$ cat src/rtl/serial_add_pkg.sv
// Shared types and constants for the serial adder scheduler.
package serial_add_pkg;

  localparam int WIDTH_DEFAULT       = 16;
  localparam int ADD_LATENCY_DEFAULT = 16;
  localparam int CNT_W_DEFAULT       = $clog2(ADD_LATENCY_DEFAULT + 1);

  typedef enum logic [1:0] {
    IDLE = 2'd0,
    LOAD = 2'd1,
    RUN  = 2'd2,
    RESP = 2'd3
  } state_t;

  typedef logic req_id_t;

  function automatic int cnt_width(input int latency);
    return $clog2(latency + 1);
  endfunction

endpackage

$ cat src/rtl/serial_add_scheduler_rr_arbiter2.sv
// Two-way round-robin arbiter: combinational grant, pointer advances past the winner on accept.
module rr_arbiter2
  import serial_add_pkg::*;
(
  input  logic       clk,
  input  logic       reset,
  input  logic       en_i,
  input  logic [1:0] req_valid_i,
  output logic [1:0] grant_o,
  output logic       accept_o,
  output req_id_t    accept_id_o
);

  logic rr_ptr_q, rr_ptr_d;

  always_comb begin
    grant_o = 2'b00;
    if (en_i) begin
      case (req_valid_i)
        2'b01:   grant_o = 2'b01;
        2'b10:   grant_o = 2'b10;
        2'b11:   grant_o = rr_ptr_q ? 2'b10 : 2'b01;
        default: grant_o = 2'b00;
      endcase
    end
  end

  // A grant is only ever raised on a valid requester, so grant alone is the handshake.
  assign accept_o    = |grant_o;
  assign accept_id_o = grant_o[1];

  always_comb begin
    rr_ptr_d = rr_ptr_q;
    if (accept_o) rr_ptr_d = ~accept_id_o;
  end

  always_ff @(posedge clk) begin
    if (reset) rr_ptr_q <= 1'b0;
    else       rr_ptr_q <= rr_ptr_d;
  end

endmodule

$ cat src/rtl/serial_add_scheduler.sv
// Time-shares one bit-serial adder between two requesters: arbitrate, load, run, respond.
module serial_add_scheduler
  import serial_add_pkg::*;
#(
  parameter int WIDTH       = WIDTH_DEFAULT,
  parameter int ADD_LATENCY = ADD_LATENCY_DEFAULT
) (
  input  logic             clk,
  input  logic             reset,
  input  logic [1:0]       req_valid,
  output logic [1:0]       req_ready,
  input  logic [WIDTH-1:0] req0_a,
  input  logic [WIDTH-1:0] req0_b,
  input  logic [WIDTH-1:0] req1_a,
  input  logic [WIDTH-1:0] req1_b,
  output logic             res_valid,
  input  logic             res_ready,
  output logic [WIDTH-1:0] res_sum,
  output logic             res_cout,
  output logic             res_id,
  output logic             busy,
  output logic [WIDTH-1:0] add_a,
  output logic [WIDTH-1:0] add_b,
  output logic             add_reset,
  input  logic [WIDTH-1:0] add_sum,
  input  logic             add_cout
);

  localparam int CNT_W = cnt_width(ADD_LATENCY);
  localparam logic [CNT_W-1:0] CNT_LAST = CNT_W'(ADD_LATENCY - 1);

  state_t           state_q, state_d;
  logic [WIDTH-1:0] add_a_q, add_a_d, add_b_q, add_b_d;
  logic [WIDTH-1:0] res_sum_q, res_sum_d;
  logic             res_cout_q, res_cout_d;
  req_id_t          res_id_q, res_id_d;
  logic [CNT_W-1:0] cnt_q, cnt_d;

  logic             arb_en;
  logic             accept;
  req_id_t          accept_id;

  // Requests are only considered in IDLE and never while reset is held.
  assign arb_en = (state_q == IDLE) && !reset;

  rr_arbiter2 u_arb (
    .clk         (clk),
    .reset       (reset),
    .en_i        (arb_en),
    .req_valid_i (req_valid),
    .grant_o     (req_ready),
    .accept_o    (accept),
    .accept_id_o (accept_id)
  );

  always_ff @(posedge clk) begin
    if (reset) begin
      state_q    <= IDLE;
      add_a_q    <= '0;
      add_b_q    <= '0;
      res_sum_q  <= '0;
      res_cout_q <= 1'b0;
      res_id_q   <= 1'b0;
      cnt_q      <= '0;
    end else begin
      state_q    <= state_d;
      add_a_q    <= add_a_d;
      add_b_q    <= add_b_d;
      res_sum_q  <= res_sum_d;
      res_cout_q <= res_cout_d;
      res_id_q   <= res_id_d;
      cnt_q      <= cnt_d;
    end
  end

  always_comb begin
    state_d    = state_q;
    add_a_d    = add_a_q;
    add_b_d    = add_b_q;
    res_sum_d  = res_sum_q;
    res_cout_d = res_cout_q;
    res_id_d   = res_id_q;
    cnt_d      = cnt_q;
    case (state_q)
      IDLE: begin
        if (accept) begin
          add_a_d  = accept_id ? req1_a : req0_a;
          add_b_d  = accept_id ? req1_b : req0_b;
          res_id_d = accept_id;
          state_d  = LOAD;
        end
      end
      LOAD: begin
        cnt_d   = '0;
        state_d = RUN;
      end
      RUN: begin
        cnt_d = cnt_q + 1'b1;
        // The adder output settles in the last counted cycle; sample it there.
        if (cnt_q == CNT_LAST) begin
          res_sum_d  = add_sum;
          res_cout_d = add_cout;
          state_d    = RESP;
        end
      end
      RESP: begin
        if (res_ready) state_d = IDLE;
      end
      default: state_d = IDLE;
    endcase
  end

  always_comb begin
    busy      = (state_q != IDLE);
    res_valid = (state_q == RESP);
    add_reset = reset || (state_q == LOAD);
    add_a     = add_a_q;
    add_b     = add_b_q;
    res_sum   = res_sum_q;
    res_cout  = res_cout_q;
    res_id    = res_id_q;
  end

endmodule

$ cat config.mk
export PLATFORM = sky130hd
export DESIGN_NAME = serial_add_scheduler
export DESIGN_NICKNAME = d
export VERILOG_FILES = /design/src/rtl/serial_add_pkg.sv /design/src/rtl/serial_add_scheduler_rr_arbiter2.sv /design/src/rtl/serial_add_scheduler.sv
export SDC_FILE = /design/constraint.sdc
export NUM_CORES = 1
export LEC_CHECK = 0
export ABC_AREA = 1
export ABC_CLOCK_PERIOD_IN_PS = 2900
export BUFFER_PORTS_ARGS = -buffer_cell sky130_fd_sc_hd__clkbuf_2
export CORE_UTILIZATION = 30
export CTS_CLUSTER_SIZE = 30
export DETAILED_ROUTE_END_ITERATION = 7
export HOLD_SLACK_MARGIN = 0.1
export PLACE_DENSITY = 0.55
export REMOVE_ABC_BUFFERS = 1
export SLEW_MARGIN = 20
export SYNTH_ARGS = -nofsm -noshare
export SYNTH_HDL_FRONTEND = slang
export SYNTH_HIERARCHICAL = 1
export SYNTH_SLANG_ARGS = --single-unit
$ cat constraint.sdc
create_clock -name clk -period 2.9 [get_ports clk]
set_input_delay 0.29 -clock clk [delete_from_list [all_inputs] [get_ports clk]]
set_output_delay 0.29 -clock clk [all_outputs]
set_load 0.01 [all_outputs]
==> impl_metrics.json, run 1 <==
{
  "regArea_um2": 1160,
  "crit_start": "state_q[0]$_SDFFE_PP0P_",
  "r2r_slack_ns": 0.70,
  "track_usage": 0.143,
  "status": "completed",
  "worst_pin_slew_ns": 0.615,
  "setup_ws_ns": 0.393,
  "grt_pass1_vias": 2272,
  "hp-class": "primary input to register",
  "final_nets": 587,
  "pre_cts_ws_ns": 0.688,
  "grt.overflow.total": 0,
  "p_total_w": 0.00311,
  "ios": 141,
  "post_cts_resized": 0,
  "multi_input_area_um2": 1170,
  "rsz0062_at_grt": "false",
  "design_area_um2": 3670,
  "clk_pin_slew_worst_paths_ns": 0.06,
  "place_hpwl_um": 4810,
  "ctsHoldBuffers": 0,
  "grt_max_degree": 67,
  "slew_headroom": 0.590,
  "fmax_mhz": 399,
  "r2r-end": "add_a[5]$_SDFFE_PP0P_",
  "cp_slowest_stage_delay_ns": 0.38,
  "via_per_inst": 4.46,
  "drive_gt1_frac": 0.343,
  "syn_area_um2": 2670,
  "synth_edf_count": 0,
  "yosys_warnings": 6,
  "htreeDepth": 3,
  "cts-root-buf": "clkbuf_8",
  "r2r-start": "state_q[0]$_SDFFE_PP0P_",
  "clk_latency_ns": 0.34,
  "path_class": "register to output pin",
  "postPlaceCellArea_um2": 3380,
  "grt_pass1_wl_um": 10200,
  "fillerInstances": 960,
  "skew_ns": 0.00838,
  "whs_path_depth": 3,
  "crit_slowest_cell": "a21oi_2",
  "cp-end-kind": "output pin",
  "gp_congestion": 0.703,
  "rows": 34,
  "synth_seq_area_share": 0.435,
  "via_count": 2709,
  "min_from": "add_sum[12]",
  "reg2reg_depth": 11,
  "route.detailed.drc": 0,
  "cp.required_ns": 2.61,
  "wire_per_inst_um": 11.1,
  "drt_iter0_drc": 97,
  "cts_tree": "done",
  "dr.pass1.iters": 4,
  "die_y_um": 96.3,
  "setup_violations": 0,
  "areaGrowthSynthToFinish_pct": 37.5,
  "coreArea_um2": 8680,
  "crit_chain": "inv_1 -> ha_1 -> inv_1 -> nor2_1 -> nand2_1 -> a21oi_2 -> buf_4 -> clkbuf_2",
  "antenna_cells": 0,
  "utilization": 0.423,
  "period_share": 0.864,
  "cts_buffers": 9,
  "cp_data_arrival_time_ns": 2.22,
  "cp_max_fo": 26,
  "clockBufferDepth": 2,
  "routed_wl_um": 6750,
  "synth_seq_cells": 58,
  "async_flop_share": 0,
  "worst_hold_path.endpoint": "res_sum[12]$_SDFFE_PP0P_",
  "post_cts_buffers": 0,
  "die_w_um": 96.3,
  "antenna_found_initial": 0,
  "vdd_drop_max_uv": 437,
  "fin_crit_ns": 2.51,
  "cp-start-kind": "register",
  "clock_sinks": 58,
  "synthFlopType": "dfxtp_1",
  "max_cap_violations": 0,
  "p_leak_nw": 1.97,
  "synth_area_per_cell_um2": 7.37,
  "antenna_left": 0,
  "ys_types": 24,
  "crit_top_cell": "inv_1",
  "syn_inst": 362,
  "port_buffers": 140,
  "timing.setup.tns_ns": 0,
  "p_per_area_nw_per_um2": 846,
  "hold_viol_final": 0,
  "die_area_um2": 9280,
  "start_util": 0.308,
  "drv_slew": 0
}
[routing by layer]
layer  GRT usage  wire length [um]  up-vias
met5           0                 0        -
met4      0.0539               107        0
met3      0.0474               383        9
met2       0.234              3190       74
met1       0.172              3060     1200
li1            -                 -     1426
[metrics by stage]
stage,hold slack [ns],std cells
final,0.195,607
after global routing,0.185,607
after CTS,0.177,607
after detailed placement,0.463,591
after global placement,0.457,591
after floorplan,0.352,340
[cells in the final DEF (no fill, tap or decap), types with 2 or more instances in the layout]
cell,instances
clkbuf_2,140
nand2_1,83
dfxtp_1,58
inv_1,43
nor2_1,43
nand3_1,34
o211ai_1,32
o21ai_0,12
clkbuf_8,12
o21ai_1,7
ha_1,7
a21oi_1,5
inv_2,4
bufinv_16,4
nor3_1,3
or2_2,2
buf_4,2
a21oi_2,2
[how the worst max path moves through the flow]
| stage | to | slack, ns | depth (start not counted) |
|---|---|---|---|
| after detailed placement | add_a[5]$_SDFFE_PP0P_ | 0.69 | 11 |
| after CTS | req_ready[1] | 0.34 | 8 |
| after global placement | add_b[14]$_SDFFE_PP0P_ | 0.78 | 11 |
| final | req_ready[1] | 0.39 | 8 |
| after global routing | req_ready[1] | 0.15 | 8 |
| after floorplan | add_a[0]$_SDFFE_PP0P_ | -0.35 | 11 |
[registers in the layout, summed over array words and instances, names as in the netlist]
name            count
add_a              16
res_id              1
res_sum            16
cnt_q               5
add_b              16
u_arb/rr_ptr_q      1
state_q             2
res_cout            1
[Yosys cell counts, types with 2 or more instances]
master | number | area share
a21oi_1 | 6 | 0.011
buf_2 | 12 | 0.023
buf_4 | 2 | 0.0056
buf_6 | 5 | 0.021
clkbuf_1 | 2 | 0.0028
dfxtp_1 | 58 | 0.44
ha_1 | 7 | 0.033
inv_1 | 43 | 0.060
inv_2 | 4 | 0.0056
nand2_1 | 83 | 0.12
nand3_1 | 34 | 0.064
nor2_1 | 43 | 0.060
nor3_1 | 3 | 0.0056
o211ai_1 | 32 | 0.090
o21ai_0 | 12 | 0.023
o21ai_1 | 7 | 0.013
or2_2 | 2 | 0.0047
[layout make-up]
cell class | instances | area share
Clock buffer | 12 | 0.0450
Multi-Input combinational cell | 234 | 0.318
Inverter | 48 | 0.0505
Clock inverter | 4 | 0.0327
Sequential cell | 58 | 0.316
Tap cell | 108 | 0.0368
Timing Repair Buffer | 143 | 0.200
[kinds of logic after synthesis]
family	count (synthesis)	synth area share
buf+inv	70	0.129
simple gates	169	0.263
fa+ha+maj	7	0.0328
flops	58	0.435
compound gates	58	0.140
[worst max-delay path: cells and delay by family, from the launching register on]
kind,cells,cell delay (ns)
compound gates,1,0.38
buf+inv,4,0.73
flops,1,0.33
fa+ha+maj,1,0.19
simple gates,2,0.24
[where the power goes]
part / switching (W) / internal [W] / total [W]
Sequential: 0.0000970 / 0.000965 / 0.00106
Combinational: 0.000599 / 0.000394 / 0.000993
Clock: 0.000322 / 0.000729 / 0.00105
Total: 0.00102 / 0.00209 / 0.00311
Power figures use the tool's default switching activity.
==> run 2: changes to the inputs <==
--- a/config.mk
+++ b/config.mk
@@ -6,13 +6,14 @@
 export NUM_CORES = 1
 export LEC_CHECK = 0
 export ABC_AREA = 1
-export ABC_CLOCK_PERIOD_IN_PS = 2900
+export ABC_CLOCK_PERIOD_IN_PS = 2040
 export BUFFER_PORTS_ARGS = -buffer_cell sky130_fd_sc_hd__clkbuf_2
 export CORE_UTILIZATION = 30
+export CTS_BUF_LIST = sky130_fd_sc_hd__clkbuf_2
 export CTS_CLUSTER_SIZE = 30
 export DETAILED_ROUTE_END_ITERATION = 7
 export HOLD_SLACK_MARGIN = 0.1
-export PLACE_DENSITY = 0.55
+export PLACE_DENSITY = 0.57
 export REMOVE_ABC_BUFFERS = 1
 export SLEW_MARGIN = 20
 export SYNTH_ARGS = -nofsm -noshare
==> constraint.sdc (replaced) <==
create_clock -name clk -period 2.04 [get_ports clk]
set_input_delay 0.408 -clock clk [delete_from_list [all_inputs] [get_ports clk]]
set_output_delay 0.408 -clock clk [all_outputs]
set_load 0.01 [all_outputs]
==> impl_metrics.json, run 2 (same netlist as run 1, synthesis figures left out) <==
{
  "p_total_w": 0.00402,
  "ios": 141,
  "crit_slowest_cell": "dfxtp_2",
  "drive_gt1_frac": 0.369,
  "die_area_um2": 9280,
  "whs_path_depth": 3,
  "worst_pin_slew_ns": 0.588,
  "period_share": 0.951,
  "areaGrowthSynthToFinish_pct": 38.9,
  "rsz0062_at_grt": "true",
  "start_util": 0.308,
  "crit_chain": "inv_4 -> ha_4 -> inv_4 -> nor2_4 -> nand2_4 -> a21oi_4 -> buf_8",
  "skew_ns": 0.0187,
  "htreeDepth": 3,
  "rows": 34,
  "antenna_found_initial": 0,
  "p_per_area_nw_per_um2": 1080,
  "hold_viol_final": 0,
  "hp-class": "primary input to register",
  "critical_path.top_delay_family": "flip-flops",
  "crit_buf_inv": 3,
  "path_class": "register to output pin",
  "cp-start-kind": "register",
  "clockBufferDepth": 2,
  "cp.required_ns": 1.63,
  "track_usage": 0.147,
  "setup_violations": 0,
  "pre_cts_ws_ns": 0.114,
  "antenna_cells": 0,
  "postPlaceCellArea_um2": 3410,
  "via_per_inst": 4.47,
  "grt_pass1_wl_um": 10400,
  "slew_headroom": 0.607,
  "fin_crit_ns": 1.94,
  "cp_slowest_stage_delay_ns": 0.37,
  "gp_congestion": 0.717,
  "vdd_drop_max_uv": 611,
  "via_count": 2774,
  "antenna_left": 0,
  "design_area_um2": 3710,
  "grt.overflow.total": 0,
  "clk_latency_ns": 0.47,
  "port_buffers": 140,
  "routed_wl_um": 6940,
  "status": "completed",
  "drv_slew": 0,
  "cp-end-kind": "output pin",
  "route.detailed.drc": 0,
  "place_hpwl_um": 4790,
  "p_leak_nw": 1.99,
  "mostFrequentLayoutCells": "clkbuf_2, nand2_1, dfxtp_1, nor2_1, inv_1",
  "grt_pass1_vias": 2329,
  "clock_sinks": 58,
  "coreArea_um2": 8680,
  "cts_tree": "done",
  "final_nets": 600,
  "dr.pass1.iters": 4,
  "cp_data_arrival_time_ns": 1.53,
  "grt_max_degree": 65,
  "crit_top_cell": "inv_4",
  "reg2reg_depth": 12,
  "cp_max_fo": 3,
  "setup_ws_ns": 0.0991,
  "die_y_um": 96.3,
  "die_w_um": 96.3,
  "cp.depth": 7,
  "cts_buffers": 9,
  "drt_iter0_drc": 104,
  "cts-root-buf": "clkbuf_2",
  "max_cap_violations": 0,
  "clk_pin_slew_worst_paths_ns": 0.18,
  "fmax_mhz": 515,
  "wire_per_inst_um": 11.2,
  "final_common_cell": "clkbuf_2"
}
run 2: cell types whose count changed in the layout (fill, tap and decap cells not counted), moves of 4 or more:
| cell | before | now |
|---|---|---|
| clkbuf_2 | 140 | 147 |
| inv_1 | 43 | 39 |
| clkbuf_8 | 12 | 0 |
| dlygate4sd3_1 | 0 | 4 |
| buf_4 | 2 | 10 |
run 2: worst reg2reg max path, cell delays in order (launching register included):
cell	delay, ns
dfxtp_2	0.39
inv_4	0.05
ha_4	0.16
inv_4	0.06
nor2_4	0.04
nand2_4	0.07
a21oi_4	0.04
buf_4	0.14
inv_2	0.42
nand2_1	0.13
nand3_1	0.11
o211ai_1	0.08
inv_1	0.07
run 2: timing repair:
item / in CTS / in global routing
hold endpoints to repair: 4 / 0
gates resized for setup: 13 / 11
setup buffers: 6 / 1
hold buffers: 4 / 0
cloned: 0 / 0
pin swaps: 3 / 3
endpoints found under the setup margin: 2 / 3
run 2: path summary, 6_finish.rpt:
path,startpoint,endpoint,slack [ns]
setup / recovery,state_q[0]$_SDFFE_PP0P_,req_ready[1],0.1
setup reg to reg,state_q[0]$_SDFFE_PP0P_,add_b[8]$_SDFFE_PP0P_,0.24
hold reg to reg,cnt_q[4]$_SDFFE_PP0P_,cnt_q[4]$_SDFFE_PP0P_,0.47
hold / removal,add_sum[5],res_sum[5]$_SDFFE_PP0P_,0.18
run 2: area by class of cell:
cell class	instances	area, um2
Fill cell	929	4970
Clock inverter	6	81.3
Tap cell	108	135
Timing Repair Buffer	156	878
Sequential cell	58	1160
Multi-Input combinational cell	234	1210
Inverter	48	190
Clock buffer	10	50.0
run 2: per-layer routing:
metal  vias up  wire [um]  track usage
li1       1453          -            -
met1      1220       3220        0.176
met2        92       3170        0.246
met3         9        442       0.0300
met4         0        112       0.0809
met5         -          0            0
run 2: metrics by stage:
| stage | hold slack (ns) | std cells | util | setup TNS [ns] |
|---|---|---|---|---|
| 2_1_floorplan | 0.438 | 340 | - | -40.36 |
| 3_3_place_gp | 0.453 | 593 | 0.393 | 0 |
| 3_5_place_dp | 0.459 | 593 | 0.393 | 0 |
| 4_1_cts | 0.105 | 619 | 0.422 | -0.0113 |
| 5_1_grt | 0.120 | 620 | 0.427 | -0.0922 |
| 6_report | 0.177 | 620 | 0.427 | 0 |
run 2: power by group:
group	switching (W)	internal, W	total (W)
clock	0.000430	0.000403	0.000833
sequential	0.000136	0.00137	0.00151
combinational	0.000943	0.000733	0.00168
total	0.00151	0.00251	0.00402
